`src/rtl/uart_tx_sched.sv`:
```
// uart_tx_sched: schedules 16-bit TX FIFO words onto a byte-wide UART
// transmitter and generates the baud tick from the programmed divisor.
// Optional feature: define UART_TX_SCHED_STATS_EN to add the word_cnt output,
// a wrapping count of words fully handed to the transmitter.
module uart_tx_sched #(
   parameter int BAUD_W = 16,
   parameter int WORD_W = 16
) (
   input  logic              clk,
   input  logic              rst_n,
   input  logic [1:0]        control,
   input  logic [BAUD_W-1:0] baud,
   input  logic [WORD_W-1:0] tx_fifo_dout,
   input  logic              tx_fifo_empty,
   output logic              tx_fifo_rd,
   output logic [7:0]        tx_byte,
   output logic              tx_byte_valid,
   input  logic              tx_byte_ready,
   output logic              baud_tick,
   output logic [3:0]        state
`ifdef UART_TX_SCHED_STATS_EN
   ,
   output logic [15:0]       word_cnt
`endif
);

   typedef enum logic [2:0] {
      IDLE,
      POP,
      LATCH,
      SEND0,
      SEND1
   } fsm_t;

   fsm_t              fsm;
   logic [BAUD_W-1:0] cnt;
   logic [WORD_W-1:0] word_q;
   logic              hi_first;

   logic              tx_en;
   logic              baud_zero;
   logic [BAUD_W-1:0] baud_m1;
   logic              hs;

   assign tx_en     = control[0];
   assign baud_zero = (baud == '0);
   assign baud_m1   = baud - BAUD_W'(1);
   assign hs        = tx_byte_valid & tx_byte_ready;

   // The tick is decoded from the live divisor, so lowering baud below the
   // current count suppresses the tick in that same cycle.
   assign baud_tick = !baud_zero && (cnt == baud_m1);

   // Tick counter: 0..baud-1, held at 0 while halted, cleared if overshot.
   always_ff @(posedge clk) begin
      // NOTE: sequential state uses <= so every register samples pre-edge values.
      if (!rst_n) begin
         cnt <= '0;
      end else if (baud_zero || (cnt >= baud_m1)) begin
         cnt <= '0;
      end else begin
         cnt <= cnt + BAUD_W'(1);
      end
   end

   // Word scheduler: pop, wait for read latency, latch, then send two bytes.
   always_ff @(posedge clk) begin
      if (!rst_n) begin
         fsm           <= IDLE;
         tx_fifo_rd    <= 1'b0;
         tx_byte       <= '0;
         tx_byte_valid <= 1'b0;
         // NOTE: the word latch is a plain register, so it is reset with the rest.
         word_q        <= '0;
         hi_first      <= 1'b0;
      end else begin
         tx_fifo_rd <= 1'b0;
         case (fsm)
            IDLE: begin
               if (tx_en && !tx_fifo_empty && !baud_zero) begin
                  tx_fifo_rd <= 1'b1;
                  fsm        <= POP;
               end
            end
            POP: begin
               fsm <= LATCH;
            end
            LATCH: begin
               // Byte order is frozen here for the whole word.
               word_q        <= tx_fifo_dout;
               hi_first      <= control[1];
               tx_byte       <= control[1] ? tx_fifo_dout[15:8] : tx_fifo_dout[7:0];
               tx_byte_valid <= 1'b1;
               fsm           <= SEND0;
            end
            SEND0: begin
               if (hs) begin
                  tx_byte <= hi_first ? word_q[7:0] : word_q[15:8];
                  fsm     <= SEND1;
               end
            end
            SEND1: begin
               if (hs) begin
                  tx_byte       <= '0;
                  tx_byte_valid <= 1'b0;
                  fsm           <= IDLE;
               end
            end
            default: begin
               fsm <= IDLE;
            end
         endcase
      end
   end

   // Status word; bit3 is a sticky baud error that only tx_en=0 clears.
   always_ff @(posedge clk) begin
      if (!rst_n) begin
         state <= {3'b000, tx_fifo_empty};
      end else begin
         state[0] <= tx_fifo_empty;
         state[1] <= (fsm != IDLE);
         state[2] <= tx_en;
         state[3] <= tx_en & (state[3] | (baud_zero & ~tx_fifo_empty));
      end
   end

`ifdef UART_TX_SCHED_STATS_EN
   // Completed-word counter; state[2] holds last cycle's tx_en for edge detect.
   always_ff @(posedge clk) begin
      if (!rst_n) begin
         word_cnt <= '0;
      end else if (tx_en && !state[2]) begin
         word_cnt <= '0;
      end else if ((fsm == SEND1) && hs) begin
         word_cnt <= word_cnt + 16'd1;
      end
   end
`endif

endmodule

```
`config.mk`:
```
export PLATFORM = sky130hd
export DESIGN_NAME = uart_tx_sched
export DESIGN_NICKNAME = d
export VERILOG_FILES = /design/src/rtl/uart_tx_sched.sv
export SDC_FILE = /design/constraint.sdc
export NUM_CORES = 1
export LEC_CHECK = 0
export CORE_MARGIN = 5
export CORE_UTILIZATION = 55
export CTS_BUF_LIST = sky130_fd_sc_hd__clkbuf_8
export CTS_CLUSTER_SIZE = 16
export DETAILED_ROUTE_END_ITERATION = 8
export GPL_TIMING_DRIVEN = 0
export PLACE_DENSITY_LB_ADDON = 0.25
export SKIP_LAST_GASP = 1
export SLEW_MARGIN = 20
export SYNTH_ARGS = -nofsm -noshare
export SYNTH_HDL_FRONTEND = slang
export SYNTH_SLANG_ARGS = --single-unit
```
`constraint.sdc`:
```
create_clock -name clk -period 8.7 [get_ports clk]
set_input_delay 1.305 -clock clk [delete_from_list [all_inputs] [get_ports clk]]
set_output_delay 1.305 -clock clk [all_outputs]
set_load 0.02 [all_outputs]
```
==> results.cfg, run 1 <==
[layout]
insertedDiodeCount = 0
drive_gt1_frac = 0.0531
instances_no_fill = 444
fin_nets = 433
post-route-util = 0.716
syn2layout_area_growth_pct = 24.5
final_area_sq_um = 3430
nFillCells = 405

[critical_path]
critical_path_buf_inv_count = 2
slowest_stage = clkdlybuf4s50_1
required_ps = 7390
rrSetupSlack_ps = 6470
crit_chain = clkdlybuf4s50_1, or3_4, or4_4, nor3_4, nand2_1, xor2_1, ha_1, nand4_1, or4_1, nor2_1, clkdlybuf4s50_1
startpoint_type = primary input
cp_max_fo = 5
arrival_ps = 4980
r2r-start = cnt[11]
end_kind = output port
worst-setup-path-type = primary input to output port
r2r_cells = 7
cpPeakStageDelay_ps = 610
worst_path_most_repeated_cell = clkdlybuf4s50_1
cp_top_family = simple AND/OR/NAND/NOR gates
r2r-end = cnt[3]

[global_route]
grt_pass1_vias = 2436
grt_use_total = 0.214
antenna_found_initial = 0
grt_max_degree = 15
overflow = 0
grt_first_pass_wirelength_microns = 10900

[worst_hold_path]
hp-start = word_q[4]
hold_path_depth = 2
min_to = word_q[4]
hp-class = register to register

[clocking]
postCtsSetupBuffers = 0
cts_resized = 0
htreeDepth = 2
clk_pin_slew_worst_paths_ps = 80
cts_buffer_depth = 2
hold_buffers = 0
cts_root_buf = clkbuf_8
cts_sinks = 50
numCtsBuffers = 5
cts_tree = done
clkLatencyLatePin_ps = 300

[placement]
portBuffers = 51
dp.final_hpwl_microns = 5030
place_congestion = 0.847
dpl_cell_area_sq_um = 3350
dp.cells = 437

[drt]
drt_wl_total_microns = 6660
viasPerCell = 5.68
detail_route.iter0.violations = 200
antenna_left = 0
route.detailed.drc = 0
wl_per_cell_microns = 15.0
vias = 2523
dr.pass1.iters = 4

[logic_synthesis]
netlist_area_sq_um = 2750
synth_top_area_frac = 0.363
synth_edf_count = 0
synthTopCellsByCount = 50 x dfxtp_1, 50 x nand2_1, 33 x nor2_1
syn_inst = 319
syn-num-nets = 375
yosys.area.top_type = dfxtp_1
ys_seq_area_frac = 0.363
synth_seq_cells = 50
ys.flop_type = dfxtp_1
ys_warn_count = 0
syn_area_per_cell_sq_um = 8.63
synth-async-reset-ratio = 0
synth_area_leaders = dfxtp_1 36%, ha_1 8.2%, nand2_1 6.8%, mux2i_1 5.8%, xnor2_1 5.4%
synth_cell_types = 47

[timing]
clock_skew_ps = 7.80
period_needed_ps = 6290
slew_violations = 0
fin_crit_sh = 0.723
max_slew_margin = 0.537
fmax_mhz = 159
setup_viol = 0
worstMarginPinSlew_ps = 695
finalSetupTns_ps = 0
rsz0062_at_grt = false
hold_viol_final = 0

[floorplan]
core-area_sq_um = 4790
num_rows = 25
num_io_pins = 53
initial_utilization = 0.575
die_w_microns = 80.8
die_h_microns = 80.8
die_area_sq_um = 6520

[power]
clkPwrFrac = 0.224
switching_share = 0.324
switchingPower_uw = 187
p_per_area_nw_per_um2 = 168
p_leak_uw = 0.00136
power_frac_seq = 0.473
combPwrFrac = 0.303
intPower_uw = 389
ir_worst_vdd_uv = 128

[job]
cap_violations = 0

[outcome]
status = finished, final reports clean
-- worst reg2reg max path, delay by kind of cell (launching register included) --
| kind | cells | cell delay [ps] |
|---|---|---|
| simple gates | 2 | 450 |
| compound gates | 3 | 760 |
| fa+ha+maj | 1 | 350 |
| flops | 1 | 360 |
| buf+inv | 1 | 260 |
-- how the worst max path moves through the flow --
stage | from | to | slack, ps | cells after the start
after floorplan | baud[3] | baud_tick | 3540 | 9
after global placement | baud[2] | baud_tick | 2480 | 11
after detailed placement | baud[3] | baud_tick | 2400 | 11
after CTS | baud[3] | baud_tick | 2400 | 11
after global routing | baud[3] | baud_tick | 2200 | 11
final | baud[3] | baud_tick | 2410 | 11
-- cells by family (layout without fill, tap and decap cells) --
| group | count (synthesis) | count (layout) | synth area share |
|---|---|---|---|
| buffers and inverters | 22 | 80 | 0.0350 |
| xor gates and xnor gates | 28 | 28 | 0.0890 |
| and+or+nand+nor | 130 | 130 | 0.229 |
| adders and majority gates | 18 | 18 | 0.0818 |
| AOI/OAI and AO/OA | 55 | 55 | 0.144 |
| DFF | 50 | 50 | 0.363 |
| muxes | 16 | 16 | 0.0582 |
-- power by group through the flow --
stage	logic, uW	registers [uW]	clock network [uW]
floorplan	89.9	288	0
global placement	168	276	0
detailed placement	173	277	0
CTS	174	272	131
global route	189	275	144
finish	175	272	129
-- per-stage QoR --
stage,total power [uW],setup slack (ps),hold slack [ps]
2_1_floorplan,378,3540,436
3_3_place_gp,444,2480,442
3_5_place_dp,449,2400,447
4_1_cts,577,2400,458
5_1_grt,608,2200,475
6_report,576,2410,457
-- cell usage in the layout (no fill, tap or decap), types with 7 or more instances in the layout --
master / instances
clkdlybuf4s50_1: 51
nand2_1: 50
dfxtp_1: 50
nor2_1: 33
a21oi_1: 25
ha_1: 18
xnor2_1: 17
mux2i_1: 16
xor2_1: 11
inv_1: 10
nor4_1: 9
nand4_1: 8
o221ai_1: 8
o211a_1: 8
clkbuf_1: 7
nand3_1: 7
-- final cells by class --
class / instances / area [sq um] / share of cell area
tap: 67 / 83.8 / 0.0245
clock buffer: 5 / 68.8 / 0.0201
sequential: 50 / 1000 / 0.292
multi-input combinational: 247 / 1660 / 0.483
buffer: 13 / 62.6 / 0.0182
timing repair buffer: 51 / 510 / 0.149
inverter: 9 / 33.8 / 0.00985
clock inverter: 2 / 11.3 / 0.00328
-- metal layers --
metal / vias to the layer above / track usage / routed length, microns
met5: - / 0 / 0
li1: 1250 / - / -
met2: 77 / 0.365 / 3220
met4: 0 / 0.0591 / 104
met3: 11 / 0.0488 / 356
met1: 1185 / 0.272 / 2980
-- registers in the layout, summed over array words and instances, names as in the netlist --
register / count
hi_first: 1
fsm: 3
cnt: 16
tx_byte: 8
tx_byte_valid: 1
tx_fifo_rd: 1
word_q: 16
state: 4
(Power assumes the default switching activity.)
==> run 2: changes to the inputs <==
--- a/config.mk
+++ b/config.mk
@@ -6,7 +6,7 @@
 export NUM_CORES = 1
 export LEC_CHECK = 0
 export CORE_MARGIN = 5
-export CORE_UTILIZATION = 55
+export CORE_UTILIZATION = 49
 export CTS_BUF_LIST = sky130_fd_sc_hd__clkbuf_8
 export CTS_CLUSTER_SIZE = 16
 export DETAILED_ROUTE_END_ITERATION = 8
==> constraint.sdc (replaced) <==
create_clock -name clk -period 5.3 [get_ports clk]
set_input_delay 0.795 -clock clk [delete_from_list [all_inputs] [get_ports clk]]
set_output_delay 0.795 -clock clk [all_outputs]
set_load 0.02 [all_outputs]
==> run 2 against run 1 <==
Against the previous run: design area rose by 0.58%; critical path depth unchanged; sequential power grew 64%; utilization shrank 8.6 points; worst hold slack gained 3.3 ps; clock skew decreased by 2.3 ps; routed wire length is 4.6% lower; critical path type unchanged; die area is 11% higher; flip-flop and latch count unchanged.
==> results.cfg, run 2 (synthesized netlist as in run 1, its figures left out) <==
[outcome]
status = finished, final reports clean

[timing]
slew_violations = 0
fin_crit_sh = 0.912
max_slew_margin = 0.563
worstMarginPinSlew_ps = 655
finalSetupTns_ps = 0
setup_viol = 0
finalWorstSetupSlack_ps = 469
clock_skew_ps = 5.48
period_needed_ps = 4830
hold_slack_ps = 460
hold_viol_final = 0
fmax_mhz = 207
rsz0062_at_grt = false

[drt]
detail_route.iter0.violations = 121
viasPerCell = 5.42
dr.pass1.iters = 4
wl_per_cell_microns = 14.1
vias = 2440
drt_wl_total_microns = 6360
route.detailed.drc = 0
antenna_left = 0

[critical_path]
required_ps = 4510
arrival_ps = 4040
cp_max_fo = 5
startpoint_type = primary input
slowest_stage = or4_1
crit_chain = clkdlybuf4s50_1, or3_4, or4_4, nor3_4, nand2_1, xor2_1, ha_1, nand4_1, or4_1, nor2_1, dlymetal6s2s_1
worst-setup-path-type = primary input to output port
cpPeakStageDelay_ps = 560
end_kind = output port
r2r_cells = 7

[power]
p_leak_uw = 0.00139
intPower_uw = 653
power_uw = 958
switchingPower_uw = 304
power_frac_seq = 0.466
p_per_area_nw_per_um2 = 278
clkPwrFrac = 0.238
switching_share = 0.318
combPwrFrac = 0.296
ir_worst_vdd_uv = 196

[global_route]
grt_max_degree = 15
overflow = 0
grt_pass1_vias = 2368
grt_use_total = 0.182
antenna_found_initial = 0
grt_first_pass_wirelength_microns = 10800

[clocking]
htreeDepth = 2
hold_buffers = 0
cts_tree = done
clk_pin_slew_worst_paths_ps = 90
postCtsSetupBuffers = 0
cts_sinks = 50
cts_root_buf = clkbuf_8
cts_buffer_depth = 2
clkLatencyLatePin_ps = 310
cts_resized = 0
numCtsBuffers = 5

[layout]
final_area_sq_um = 3450
biggestRegsByFlops = cnt x16, word_q x16, tx_byte x8
fin_nets = 433
syn2layout_area_growth_pct = 25.2
insertedDiodeCount = 0
nFillCells = 478
drive_gt1_frac = 0.0556
final_cell_mix = 50 x nand2_1, 50 x dfxtp_1, 50 x clkdlybuf4s50_1

[worst_hold_path]
hold_path_depth = 2
hp-class = register to register

[placement]
dpl_cell_area_sq_um = 3350
place_congestion = 0.841
portBuffers = 51
dp.final_hpwl_microns = 4830
post-place-ws_ps = 58.1

[floorplan]
num_io_pins = 53
die_h_microns = 85.0
initial_utilization = 0.503
core-area_sq_um = 5470
num_rows = 27
die_area_sq_um = 7220
die_w_microns = 85.0

[job]
cap_violations = 0
[run 2: cell count changes in the layout (fill, tap and decap cells not counted), sizes merged]
cell           change
clkbuf             +1
clkdlybuf4s50      -1
clkinv             +1
clkinvlp           -1
dlymetal6s2s       +1
[run 2: power by group through the flow]
stage / combinational, uW / clock (uW) / sequential (uW)
6_report: 283 / 228 / 447
5_1_grt: 312 / 251 / 453
4_1_cts: 284 / 232 / 446
3_5_place_dp: 282 / 0 / 454
3_3_place_gp: 275 / 0 / 454
2_1_floorplan: 148 / 0 / 472
[run 2: area by class of cell]
cell class / instances / area (sq um) / share of cell area
Sequential cell: 50 / 1000 / 0.290
Tap cell: 72 / 90.1 / 0.0261
Inverter: 9 / 33.8 / 0.00980
Timing Repair Buffer: 51 / 513 / 0.149
Clock inverter: 2 / 8.76 / 0.00254
Buffer: 13 / 62.6 / 0.0181
Multi-Input combinational cell: 247 / 1660 / 0.480
Clock buffer: 6 / 82.6 / 0.0239
[run 2: final timing paths]
kind,from,endpoint,slack (ps)
max reg2reg,cnt[11],cnt[11],3140
min,word_q[8],word_q[8],460
max,baud[3],baud_tick,470
min reg2reg,word_q[8],word_q[8],460
[run 2: stage by stage]
| step | cells | utilization |
|---|---|---|
| after floorplan | 319 | - |
| after global placement | 442 | 0.613 |
| after detailed placement | 442 | 0.613 |
| after CTS | 450 | 0.630 |
| after global routing | 450 | 0.630 |
| final | 450 | 0.630 |
[run 2: critical path: cells and delay by family]
family,cells,cell delay [ps]
buffers and inverters,2,690
adder cells (fa/ha/maj),1,290
AND/OR/NAND/NOR,7,2100
XOR/XNOR,1,150
[run 2: metal layers]
layer	global-route usage	up-vias	share of wire
li1	-	1250	-
met1	0.250	1126	0.49
met2	0.280	58	0.45
met3	0.0505	6	0.053
met4	0.0518	0	0.0083
met5	0	-	0
==> run 3: changes to the inputs <==
--- a/config.mk
+++ b/config.mk
@@ -8,6 +8,7 @@
 export CORE_MARGIN = 5
 export CORE_UTILIZATION = 49
 export CTS_BUF_LIST = sky130_fd_sc_hd__clkbuf_8
+export CTS_CLUSTER_DIAMETER = 40
 export CTS_CLUSTER_SIZE = 16
 export DETAILED_ROUTE_END_ITERATION = 8
 export GPL_TIMING_DRIVEN = 0
==> results of run 3 <==
Final layout, timing and power as in run 2 (identical DEF).
